===== config.mk =====
export PLATFORM = sky130hd
export DESIGN_NAME = bin_decode_sequencer
export DESIGN_NICKNAME = d
export VERILOG_FILES = /design/src/rtl/bin_decode_sequencer_pkg.sv /design/src/rtl/bin_decode_sequencer_byte_fifo.sv /design/src/rtl/bin_decode_sequencer.sv
export SDC_FILE = /design/constraint.sdc
export NUM_CORES = 1
export LEC_CHECK = 0
export CAP_MARGIN = 20
export CORE_ASPECT_RATIO = 1.2
export CORE_MARGIN = 2
export CORE_UTILIZATION = 34
export CTS_BUF_LIST = sky130_fd_sc_hd__clkbuf_16
export CTS_CLUSTER_DIAMETER = 40
export DETAILED_ROUTE_END_ITERATION = 10
export PLACE_DENSITY = 0.57
export SLEW_MARGIN = 10
export SYNTH_ARGS = -nofsm -noshare
export SYNTH_HDL_FRONTEND = slang
export SYNTH_SLANG_ARGS = --single-unit

===== constraint.sdc =====
create_clock -name clk -period 7.3 [get_ports clk]
set_clock_uncertainty 0.2 [all_clocks]
set_input_delay 0.73 -clock clk [delete_from_list [all_inputs] [get_ports clk]]
set_output_delay 0.73 -clock clk [all_outputs]
set_load 0.02 [all_outputs]

===== src/rtl/bin_decode_sequencer_pkg.sv =====
// Shared types and constants for the CABAC bin decode sequencer slice.
package bin_decode_sequencer_pkg;

    localparam int BIN_WIDTH_DEF      = 3;
    localparam int FIFO_DEPTH_DEF     = 4;
    localparam int BINS_CNT_WIDTH     = 32;
    localparam int BYTES_CNT_WIDTH    = 24;

    // Arithmetic decoder start-of-slice values, shared with the decoder instance.
    localparam logic [8:0]        DEC_INIT_RANGE       = 9'd510;
    localparam logic signed [4:0] DEC_INIT_BITS_NEEDED = -5'sd8;

    typedef enum logic [0:0] {
        WAIT_DATA = 1'b0,
        RUN       = 1'b1
    } seq_state_t;

    function automatic logic [1:0] result_n_bin(input logic bypass, input logic [1:0] n_bin);
        logic [1:0] n_s;
        if (bypass) begin
            n_s = n_bin;
        end else begin
            n_s = 2'd1;
        end
        return n_s;
    endfunction

endpackage


===== src/rtl/bin_decode_sequencer_byte_fifo.sv =====
// Small byte FIFO feeding the arithmetic decoder; head is 0 while empty.
module byte_fifo
    import bin_decode_sequencer_pkg::*;
#(
    parameter int DEPTH = FIFO_DEPTH_DEF
) (
    input  logic                    clk,
    input  logic                    reset,
    input  logic                    clear,
    input  logic                    push,
    input  logic [7:0]              push_data,
    input  logic                    pop,
    output logic [7:0]              head,
    output logic [$clog2(DEPTH):0]  count
);
    localparam int PTR_W = $clog2(DEPTH);

    logic [7:0]       mem_r [DEPTH];
    logic [PTR_W-1:0] wr_ptr_r;
    logic [PTR_W-1:0] rd_ptr_r;
    logic [PTR_W:0]   count_r;

    // Byte storage write port.
    always_ff @(posedge clk) begin
        if (push && !clear) begin
            mem_r[wr_ptr_r] <= push_data;
        end
    end

    // Pointers and occupancy; pointers wrap naturally since DEPTH is a power of two.
    always_ff @(posedge clk or posedge reset) begin
        if (reset) begin
            wr_ptr_r <= '0;
            rd_ptr_r <= '0;
            count_r  <= '0;
        end else if (clear) begin
            wr_ptr_r <= '0;
            rd_ptr_r <= '0;
            count_r  <= '0;
        end else begin
            if (push) begin
                wr_ptr_r <= wr_ptr_r + PTR_W'(1);
            end
            if (pop) begin
                rd_ptr_r <= rd_ptr_r + PTR_W'(1);
            end
            case ({push, pop})
                2'b10:   count_r <= count_r + (PTR_W+1)'(1);
                2'b01:   count_r <= count_r - (PTR_W+1)'(1);
                default: count_r <= count_r;
            endcase
        end
    end

    // Head byte presented to the decoder.
    always_comb begin
        if (count_r != '0) begin
            head = mem_r[rd_ptr_r];
        end else begin
            head = 8'h00;
        end
    end

    assign count = count_r;

endmodule


===== src/rtl/bin_decode_sequencer.sv =====
// Sequences CABAC bin-decode commands so a renormalisation byte is always buffered,
// gates the decoder update and registers its result plus status counters.
module bin_decode_sequencer
    import bin_decode_sequencer_pkg::*;
#(
    parameter int BIN_WIDTH  = BIN_WIDTH_DEF,
    parameter int FIFO_DEPTH = FIFO_DEPTH_DEF
) (
    input  logic                       clk,
    input  logic                       reset,
    input  logic                       flush,
    input  logic                       bs_valid,
    output logic                       bs_ready,
    input  logic [7:0]                 bs_data,
    input  logic                       cmd_valid,
    output logic                       cmd_ready,
    input  logic                       cmd_bypass,
    input  logic [1:0]                 cmd_n_bin,
    input  logic [7:0]                 cmd_pstate,
    output logic                       dec_enable,
    output logic                       dec_bypass,
    output logic [1:0]                 dec_n_bin,
    output logic [7:0]                 dec_pstate,
    output logic [7:0]                 dec_data,
    input  logic                       dec_request_byte,
    input  logic [BIN_WIDTH-1:0]       dec_bin,
    output logic                       out_valid,
    input  logic                       out_ready,
    output logic [BIN_WIDTH-1:0]       out_bin,
    output logic [1:0]                 out_n_bin,
    output logic [BINS_CNT_WIDTH-1:0]  bins_decoded,
    output logic [BYTES_CNT_WIDTH-1:0] bytes_consumed,
    output logic                       cmd_err
);
    localparam int CNT_W = $clog2(FIFO_DEPTH) + 1;
    localparam logic [CNT_W-1:0] DEPTH_CNT = CNT_W'(FIFO_DEPTH);

    seq_state_t                 state_r;
    seq_state_t                 next_state_s;
    logic [CNT_W-1:0]           fifo_count_s;
    logic [7:0]                 fifo_head_s;
    logic                       push_s;
    logic                       pop_s;
    logic                       accept_s;
    logic                       bad_cmd_s;
    logic                       good_cmd_s;
    logic                       cmd_ready_s;
    logic                       bs_ready_s;
    logic                       out_valid_r;
    logic [BIN_WIDTH-1:0]       out_bin_r;
    logic [1:0]                 out_n_bin_r;
    logic [BINS_CNT_WIDTH-1:0]  bins_decoded_r;
    logic [BYTES_CNT_WIDTH-1:0] bytes_consumed_r;
    logic                       cmd_err_r;

    // dec_request_byte only reaches pop_s, never the ready terms.
    assign push_s     = bs_valid && bs_ready_s;
    assign accept_s   = cmd_valid && cmd_ready_s;
    assign bad_cmd_s  = accept_s && cmd_bypass && (cmd_n_bin == 2'd0);
    assign good_cmd_s = accept_s && !bad_cmd_s;
    assign pop_s      = good_cmd_s && dec_request_byte;

    byte_fifo #(.DEPTH(FIFO_DEPTH)) u_byte_fifo (
        .clk       (clk),
        .reset     (reset),
        .clear     (flush),
        .push      (push_s),
        .push_data (bs_data),
        .pop       (pop_s),
        .head      (fifo_head_s),
        .count     (fifo_count_s)
    );

    // State register.
    always_ff @(posedge clk or posedge reset) begin
        if (reset) begin
            state_r <= WAIT_DATA;
        end else begin
            state_r <= next_state_s;
        end
    end

    // Next state: the push edge itself moves us to RUN so ready follows one edge later.
    always_comb begin
        next_state_s = state_r;
        if (flush) begin
            next_state_s = WAIT_DATA;
        end else begin
            case (state_r)
                WAIT_DATA: begin
                    if (push_s || (fifo_count_s != '0)) begin
                        next_state_s = RUN;
                    end else begin
                        next_state_s = WAIT_DATA;
                    end
                end
                RUN: begin
                    if (pop_s && !push_s && (fifo_count_s == CNT_W'(1))) begin
                        next_state_s = WAIT_DATA;
                    end else begin
                        next_state_s = RUN;
                    end
                end
                default: next_state_s = WAIT_DATA;
            endcase
        end
    end

    // Handshake and decoder control outputs.
    always_comb begin
        cmd_ready_s = (state_r == RUN) && (fifo_count_s != '0)
                      && (!out_valid_r || out_ready) && !flush;
        bs_ready_s  = (fifo_count_s < DEPTH_CNT) && !flush;
        dec_enable  = good_cmd_s;
        dec_data    = fifo_head_s;
        if (accept_s) begin
            dec_bypass = cmd_bypass;
            dec_n_bin  = cmd_n_bin;
            dec_pstate = cmd_pstate;
        end else begin
            dec_bypass = 1'b0;
            dec_n_bin  = 2'd0;
            dec_pstate = 8'h00;
        end
    end

    // Result register, status counters and sticky error.
    always_ff @(posedge clk or posedge reset) begin
        if (reset) begin
            out_valid_r      <= 1'b0;
            out_bin_r        <= '0;
            out_n_bin_r      <= 2'd0;
            bins_decoded_r   <= '0;
            bytes_consumed_r <= '0;
            cmd_err_r        <= 1'b0;
        end else if (flush) begin
            out_valid_r      <= 1'b0;
            out_bin_r        <= '0;
            out_n_bin_r      <= 2'd0;
            bins_decoded_r   <= '0;
            bytes_consumed_r <= '0;
            cmd_err_r        <= 1'b0;
        end else begin
            if (good_cmd_s) begin
                out_valid_r    <= 1'b1;
                out_bin_r      <= dec_bin;
                out_n_bin_r    <= result_n_bin(cmd_bypass, cmd_n_bin);
                bins_decoded_r <= bins_decoded_r
                                  + BINS_CNT_WIDTH'(result_n_bin(cmd_bypass, cmd_n_bin));
            end else if (out_ready) begin
                out_valid_r <= 1'b0;
            end else begin
                out_valid_r <= out_valid_r;
            end
            if (pop_s) begin
                bytes_consumed_r <= bytes_consumed_r + BYTES_CNT_WIDTH'(1);
            end
            if (bad_cmd_s) begin
                cmd_err_r <= 1'b1;
            end
        end
    end

    assign cmd_ready      = cmd_ready_s;
    assign bs_ready       = bs_ready_s;
    assign out_valid      = out_valid_r;
    assign out_bin        = out_bin_r;
    assign out_n_bin      = out_n_bin_r;
    assign bins_decoded   = bins_decoded_r;
    assign bytes_consumed = bytes_consumed_r;
    assign cmd_err        = cmd_err_r;

endmodule


# Word level (Yosys, flattened, before mapping)
# Memories as Yosys holds them, arrays and structs flattened.
# Cells that the tools add are included.
[classes]
n_eq_ne = 3
order_cmp = 1
mux = 31
n_reduce_logical = 27
n_bitwise = 1
n_addsub = 6
[op_table]
columns = ["operator", "n"]
rows = [
  ["$mux 32", 2],
  ["$mux 24", 2],
  ["$add 32x2->32", 1],
  ["$add 24x1->24 const B", 1],
  ["$mux 2", 9],
  ["$mux 8", 2],
  ["$logic_and 1x1->1", 13],
  ["$mux 1", 11],
  ["$mux 3", 3],
  ["$reduce_bool 3->1", 3],
  ["$reduce_bool 2->1", 4],
  ["$pmux 3 s2", 1],
  ["$add 2x1->2 const B", 2],
  ["$logic_not 1->1", 4],
  ["$add 3x1->3 const B", 1],
  ["$eq 3x1->1 const B", 1],
  ["$lt 3x3->1 const B", 1],
  ["$sub 3x1->3 const B", 1],
  ["$eq 2x1->1 const B", 1],
  ["$eq 2x2->1 const B", 1],
  ["$logic_not 2->1", 1],
  ["$logic_or 1x1->1", 2],
  ["$pmux 1 s2", 1],
  ["$not 1->1", 1],
]
[totals]
ramBits = 32
out_inout_bits = 85
regBits = 71
memories = 1
elab_cells = 80
in_bits = 29
[mem_list]
columns = ["memory", "depth", "width", "rd", "rd_clocked_by_memory_dff", "wr", "line", "source"]
rows = [
  ["u_byte_fifo.mem_r", 4, 8, 1, 0, 1, "bin_decode_sequencer_byte_fifo.sv:18", "logic [7:0] mem_r [DEPTH];"],
]

# Depth between registers and ports, before layout
# Gate-level depths: netlist (run 1).
[depth]
word_depth = 15
depth_mapped = 10
depth_no_buf = 8

# Cells and area by module
# A second synthesis (run 1) with hierarchy kept.
[hier_totals]
hier_cells = 449
hier_area_um2 = 4989.8
[by_module_without_submodules]
columns = ["module", "cells_per_inst", "area_per_inst_um2", "seq_area_each_um2", "n_inst"]
rows = [
  ["bin_decode_sequencer", 356, 3348.2, 1601.5, 1],
  ["byte_fifo", 93, 1641.6, 1136.1, 1],
]

# Worst setup path after synthesis (run 1)
# No wires, ideal clock.
[synth_path]
path_type = "input to output"
from = "input port flush"
to = "output port dec_bypass"
path_buffers = 2
required_ns = 6.370
cell_stages = 6
slack_ns = 4.247
arrival_time_ns = 2.123
path_cell_list = "nand2b_4 > or3_1 > clkbuf_1 > inv_1 > clkbuf_1 > and3_1"
[synth_via]
elab_chain_cells = 4
[synth_lines]
columns = ["element", "line", "source"]
rows = [
  ["start: declaration", "bin_decode_sequencer.sv:11", "input logic flush,"],
  ["$logic_not 1->1", "bin_decode_sequencer.sv:112", "&& (!out_valid_r || out_ready) && !flush;"],
  ["$logic_and 1x1->1", "bin_decode_sequencer.sv:112", ""],
  ["named net cmd_ready", "bin_decode_sequencer.sv:16", "output logic cmd_ready,"],
  ["$logic_and 1x1->1", "bin_decode_sequencer.sv:58", "assign accept_s = cmd_valid && cmd_ready_s;"],
  ["$mux 1", "bin_decode_sequencer.sv:116", "if (accept_s) begin"],
  ["end: declaration", "bin_decode_sequencer.sv:21", "output logic dec_bypass,"],
]
# The timed path passes the listed nets, and every way through them passes these cells.

# Worst setup path in the final report (run 1)
[layout_path]
from = "input port flush"
to = "output port dec_n_bin[1]"
[layout_via]
elab_chain_cells = 4
[layout_lines]
columns = ["element", "line", "source"]
rows = [
  ["$logic_not 1->1", "bin_decode_sequencer.sv:112", ""],
  ["$logic_and 1x1->1", "bin_decode_sequencer.sv:112", ""],
  ["$logic_and 1x1->1", "bin_decode_sequencer.sv:58", ""],
  ["$mux 2", "bin_decode_sequencer.sv:116", ""],
  ["end: declaration", "bin_decode_sequencer.sv:22", "output logic [1:0] dec_n_bin,"],
]
# No other way between the ends.

==> flow_metrics.tcl, run 1 <==
set metrics [dict create \
    crit_path_max_delay_cell_type "clkdlybuf4s50_1" \
    critical_path_required_ps 6370 \
    share_seq_of_total_power_pct 51.1 \
    clock_transition_at_the_registers_of_the_reported_paths_ps 70 \
    dp.final_hpwl_mm 8.82 \
    ant_nets 0 \
    dpl_cell_area_um2 6390 \
    maxCapViolations 0 \
    clk_latency_ps 340 \
    coreArea_um2 14800 \
    ctsRootBufferMaster "clkbuf_16" \
    setup_total_negative_slack_ps 0 \
    grt_start_max_net_pins 72 \
    wire_per_inst_um 16.4 \
    grt_pass1_wl_mm 20.9 \
    antenna_found_initial 0 \
    r2r_start "u_byte_fifo.count[0]" \
    post_synth_instance_area_um2 5100 \
    clockBufferDepth 2 \
    worstSetupStartpointType "primary input" \
    register_area_um2 2740 \
    power_report.internal_total_w 0.000919 \
    synth_most_common_cell "dfrtp_1" \
    routabilityCongestion 0.793 \
    synthTopCellsByArea "dfrtp_1, edfxtp_1, xor2_1" \
    drt_iter0_drc 206 \
    detail_route.drc_violations 0 \
    timing.fmax_mhz 228 \
    cts_htree_levels 3 \
    classification_of_the_worst_setup_path "in -> out" \
    critical_path.cell_chain "buf_2 > buf_4 > nand2b_4 > or3_1 > inv_1 > and3_1 > clkdlybuf4s50_1" \
    cts_sinks 103 \
    numCtsBuffers 9 \
    yosys_warnings 0 \
    postSynthNetCount 509 \
    die_width_um 116 \
    port_buffers 113 \
    critical_path.endpoint_type "output port" \
    crit-reg2reg-capture "bins_decoded[29]" \
    initial_utilization_pct 34.4 \
    placementRows 49 \
    arrival_ps 3470 \
    crit_path_max_incr_delay_ps 600 \
    layout-drive-gt1-share_pct 5.56 \
    max-slew-margin-rel_pct 37.1 \
    area_growth_pct 31.1 \
    netlist_instances 468 \
    die-area_um2 16000 \
    hp-class "reg -> reg" \
    report.final.setup_viol 0 \
    p_leak_nw 2.53 \
    tritoncts_clock_tree "built" \
    dp_slack_ps 2910 \
    first_global_vias 3948 \
    setup_repair_after_global_routing_missed_its_margin "no" \
    antenna_cells_inserted 0 \
    worst_hold_slack_ps 307 \
    postCtsHoldBufs 0 \
    multi_input_comb_area_um2 2200 \
    vias 3947 \
    net_switching_share_of_the_total_power_pct 23.5 \
    post_route_setup_slack_ps 2900 \
    synth_ff_type "dfrtp_1" \
    pwr_density_cell_nw_per_um2 180 \
    synthDistinctLibCells 49 \
    totalWireLength_mm 12.8 \
    slew_viol_final 0 \
    comb_power_share_pct 10.0 \
    finalNetCount 612 \
    tightest_slew_ps 944 \
    power.ir.vdd_worst_uv 94.2 \
    sequential_area_share_after_synthesis_pct 53.7 \
    cts_setup_buffers 0 \
    finalHoldViolations 0 \
    status "finished clean" \
    timing.critical_path.to "dec_n_bin[1]" \
    most_area_hungry_cell_type_in_the_yosys_netlist "dfrtp_1" \
    post-route-period-util_pct 60.2 \
    grtUsageTotal_pct 16.4 \
    die-height_um 138 \
    power.switching_w 0.000282 \
    clock_network_fraction_of_total_power_pct 38.9 \
    r2r.worst_path.cells 8 \
    count_of_state_elements_after_synthesis 103 \
    postSynthAreaPerCell_um2 10.9 \
    finalCoreUtilization_pct 45.0 \
    synth-async-reset-ratio_pct 68.9 \
    synth.top_cell.area_share_pct 34.9 \
    ff2ff_setup_slack_ps 4280 \
    crit_path_start "flush" \
    synth_enable_flop_cells 32 \
    viasPerCell 5.06 \
    stdcell_area_um2 6680 \
    overflow 0 \
    dr.pass1.iters 4 \
    postCtsResizedCells 0 \
    nFillCells 1440 \
    cp_max_fo 68 \
    min_period_ps 4400 \
    pin_count 114 \
    synth_commonest_cells "dfrtp_1, nor2_1, edfxtp_1" \
]
-- critical path: cells and delay by family --
family        cells  cell delay, ps
buf+inv           4            1580
simple gates      3            1100
-- metal layers --
| layer | global-route usage, % | wire [um] | share of wire [%] |
|---|---|---|---|
| met5 | 0 | 0 | 0 |
| met4 | 4.51 | 129 | 1.0 |
| met3 | 3.64 | 486 | 3.8 |
| met2 | 26.7 | 6420 | 50 |
| met1 | 21.9 | 5770 | 45 |
-- through the flow --
step | power [W] | std cells
6_report | 0.00120 | 780
5_1_grt | 0.00125 | 780
4_1_cts | 0.00122 | 779
3_5_place_dp | 0.000747 | 763
3_3_place_gp | 0.000744 | 763
2_1_floorplan | 0.000693 | 468
-- worst min path at each step --
| stage | start | endpoint | slack, ps | cells past startpoint |
|---|---|---|---|---|
| 2_1_floorplan | u_byte_fifo.wr_ptr_r[0] | u_byte_fifo.wr_ptr_r[0] | 360 | 2 |
| 3_3_place_gp | bytes_consumed[18] | bytes_consumed[18] | 290 | 1 |
| 3_5_place_dp | out_n_bin[1] | out_n_bin[1] | 290 | 1 |
| 4_1_cts | out_n_bin[1] | out_n_bin[1] | 310 | 1 |
| 5_1_grt | out_n_bin[1] | out_n_bin[1] | 340 | 1 |
| 6_report | out_n_bin[1] | out_n_bin[1] | 310 | 1 |
-- power by group through the flow --
stage                     combinational, W  clock [W]  sequential [W]
after floorplan                  0.0000676          0        0.000625
after global placement            0.000119          0        0.000625
after detailed placement          0.000121          0        0.000626
after CTS                         0.000122   0.000480        0.000614
after global routing              0.000132   0.000506        0.000615
final                             0.000120   0.000467        0.000614
-- flip-flops by register name (all words and copies together) (netlist names) --
name	cells
u_byte_fifo.rd_ptr_r	2
state_r	1
bytes_consumed	24
u_byte_fifo.mem_r	32
out_n_bin	2
u_byte_fifo.count	3
out_valid	1
bins_decoded	32
out_bin	3
u_byte_fifo.wr_ptr_r	2
cmd_err	1
-- cell usage in the layout (no fill, tap or decap), types with 2 or more instances in the layout --
cell type,instances
nor4_1,7
and2_1,7
inv_2,2
xor2_1,22
nand3_1,19
nand2_1,24
nand4_1,26
dfrtp_1,71
ha_1,11
buf_2,2
nor3_1,9
nand2b_1,2
buf_4,3
xnor2_1,17
mux4_2,8
or4_1,5
edfxtp_1,32
mux2i_1,4
clkdlybuf4s50_1,112
o21ai_0,13
nor2b_1,12
o211ai_1,2
and4_1,7
nor2_1,50
clkbuf_16,9
o31ai_1,6
nor3b_1,2
or3_1,14
a21oi_1,19
a22o_1,2
inv_1,17
and3_1,19
-- cell families after synthesis --
group                    count (synthesis)  synth area share (%)
AND/OR/NAND/NOR                        212                  23.0
buffers and inverters                   40                  3.22
XOR/XNOR                                39                  6.70
adder cells (fa/ha/maj)                 12                  3.09
multiplexers                            12                  4.32
flip-flops                             103                  53.7
AO/OA/AOI/OAI                           50                  5.94
-- area by class of cell --
type / instances / share of cell area [%]
Sequential cell: 103 / 41.0
Multi-Input combinational cell: 325 / 32.9
Timing Repair Buffer: 117 / 17.3
Tap cell: 204 / 3.82
Clock buffer: 9 / 3.37
Clock inverter: 7 / 0.861
Inverter: 15 / 0.843
No activity file was read; power rests on OpenSTA's default activity.
==> inputs of run 2 (changes only) <==
==> constraint.sdc (replaced) <==
create_clock -name clk -period 4.3 [get_ports clk]
set_clock_uncertainty 0.2 [all_clocks]
set_input_delay 0.43 -clock clk [delete_from_list [all_inputs] [get_ports clk]]
set_output_delay 0.43 -clock clk [all_outputs]
set_load 0.02 [all_outputs]
==> flow_metrics.tcl, run 2 (same netlist as run 1, synthesis figures left out) <==
set metrics [dict create \
    pin_count 114 \
    p_leak_nw 2.53 \
    die_width_um 116 \
    coreArea_um2 14800 \
    vias 3990 \
    drt_iter0_drc 190 \
    totalWireLength_mm 13.0 \
    power_report.internal_total_w 0.00154 \
    crit_path_start "u_byte_fifo.count[0]" \
    critical_path_required_ps 3670 \
    layout-drive-gt1-share_pct 6.22 \
    share_seq_of_total_power_pct 51.2 \
    placementRows 49 \
    detail_route.drc_violations 0 \
    cts_sinks 103 \
    grt_start_max_net_pins 68 \
    min_period_ps 3680 \
    finalNetCount 615 \
    clockBufferDepth 2 \
    power.ir.vdd_worst_uv 150 \
    die-height_um 138 \
    maxCapViolations 0 \
    pwr_density_cell_nw_per_um2 303 \
    r2r_start "u_byte_fifo.count[0]" \
    nFillCells 1433 \
    net_switching_share_of_the_total_power_pct 24.2 \
    layout_common_cells "clkdlybuf4s50_1, dfrtp_1, nor2_1" \
    worst_hold_startpoint "bytes_consumed[18]" \
    max-slew-margin-rel_pct 49.0 \
    setup_repair_after_global_routing_missed_its_margin "no" \
    first_global_vias 4042 \
    arrival_ps 3050 \
    postCtsHoldBufs 0 \
    die-area_um2 16000 \
    report.final.setup_viol 0 \
    grt_pass1_wl_mm 21.2 \
    crit-reg2reg-capture "bins_decoded[27]" \
    port_buffers 113 \
    clk_latency_ps 340 \
    clock_transition_at_the_registers_of_the_reported_paths_ps 70 \
    hold_path_depth 1 \
    numCtsBuffers 9 \
    slew_viol_final 0 \
    tightest_slew_ps 765 \
    cts_htree_levels 3 \
    routabilityCongestion 0.820 \
    dpl_cell_area_um2 6420 \
    worstSetupStartpointType "flop" \
    r2r.worst_path.cells 8 \
    tritoncts_clock_tree "built" \
    post-route-period-util_pct 85.5 \
    antenna_found_initial 1 \
    classification_of_the_worst_setup_path "reg -> out" \
    viasPerCell 5.09 \
    timing.critical_path.to "dec_pstate[0]" \
    most_common_cell_after_layout_fill_and_taps_aside "clkdlybuf4s50_1" \
    comb_power_share_pct 10.1 \
    critical_path.endpoint_type "output port" \
    stdcell_area_um2 6710 \
    hp-class "reg -> reg" \
    overflow 0 \
    ant_nets 0 \
    finalHoldViolations 0 \
    status "finished clean" \
    ctsRootBufferMaster "clkbuf_16" \
    postCtsResizedCells 0 \
    ff2ff_setup_slack_ps 1320 \
    timing.fmax_mhz 272 \
    cts_setup_buffers 0 \
    wire_per_inst_um 16.6 \
    cp_max_fo 23 \
    initial_utilization_pct 34.4 \
    dp.final_hpwl_mm 9.18 \
    clock_network_fraction_of_total_power_pct 38.8 \
    area_growth_pct 31.7 \
    finalCoreUtilization_pct 45.2 \
    dr.pass1.iters 4 \
    power.switching_w 0.000494 \
    setup_total_negative_slack_ps 0 \
    grtUsageTotal_pct 16.8 \
]
[run 2: critical path, stage by stage, from the launching register on]
cell and delay, ps:
dfrtp_1 420, inv_1 90, ha_1 190, nor2b_1 140, or3_1 310, buf_4 200
inv_1 480, and3_1 250, clkdlybuf4s50_1 620
[run 2: power groups by stage]
stage | Sequential [W] | Clock [W] | Combinational [W]
after floorplan | 0.00106 | 0 | 0.000115
after global placement | 0.00106 | 0 | 0.000204
after detailed placement | 0.00106 | 0 | 0.000209
after CTS | 0.00104 | 0.000813 | 0.000210
after global routing | 0.00104 | 0.000855 | 0.000227
final | 0.00104 | 0.000790 | 0.000205
[run 2: area by class of cell]
class / instances / area [um2] / share of cell area [%]
antenna: 1 / 2.50 / 0.0373
sequential: 103 / 2740 / 40.8
inverter: 15 / 56.3 / 0.839
multi-input combinational: 325 / 2200 / 32.7
clock buffer: 10 / 250 / 3.73
tap: 204 / 255 / 3.80
clock inverter: 6 / 36.3 / 0.541
timing repair buffer: 120 / 1180 / 17.6
[run 2: worst min-delay path by stage]
| stage | to | slack [ps] |
|---|---|---|
| floorplan | u_byte_fifo.mem_r[0][0] | 330 |
| global placement | bytes_consumed[18] | 300 |
| detailed placement | bytes_consumed[18] | 300 |
| CTS | bytes_consumed[18] | 310 |
| global route | bytes_consumed[18] | 360 |
| finish | bytes_consumed[18] | 320 |
[run 2: stage by stage]
step	setup slack [ps]	hold slack, ps	instances	power [W]
finish	624	319	784	0.00204
global route	460	355	784	0.00213
CTS	597	313	783	0.00206
detailed placement	732	302	767	0.00127
global placement	802	301	767	0.00127
floorplan	1680	329	468	0.00118
[run 2: per-layer routing]
layer / vias to the layer above / share of wire (%) / GRT usage, % / wire, um
met1: 1971 / 44 / 21.5 / 5740
met5: - / 0 / 0 / 0
met2: 100 / 50 / 28.1 / 6560
met4: 0 / 2.0 / 6.58 / 262
met3: 16 / 3.7 / 2.81 / 485
li1: 1903 / - / - / -
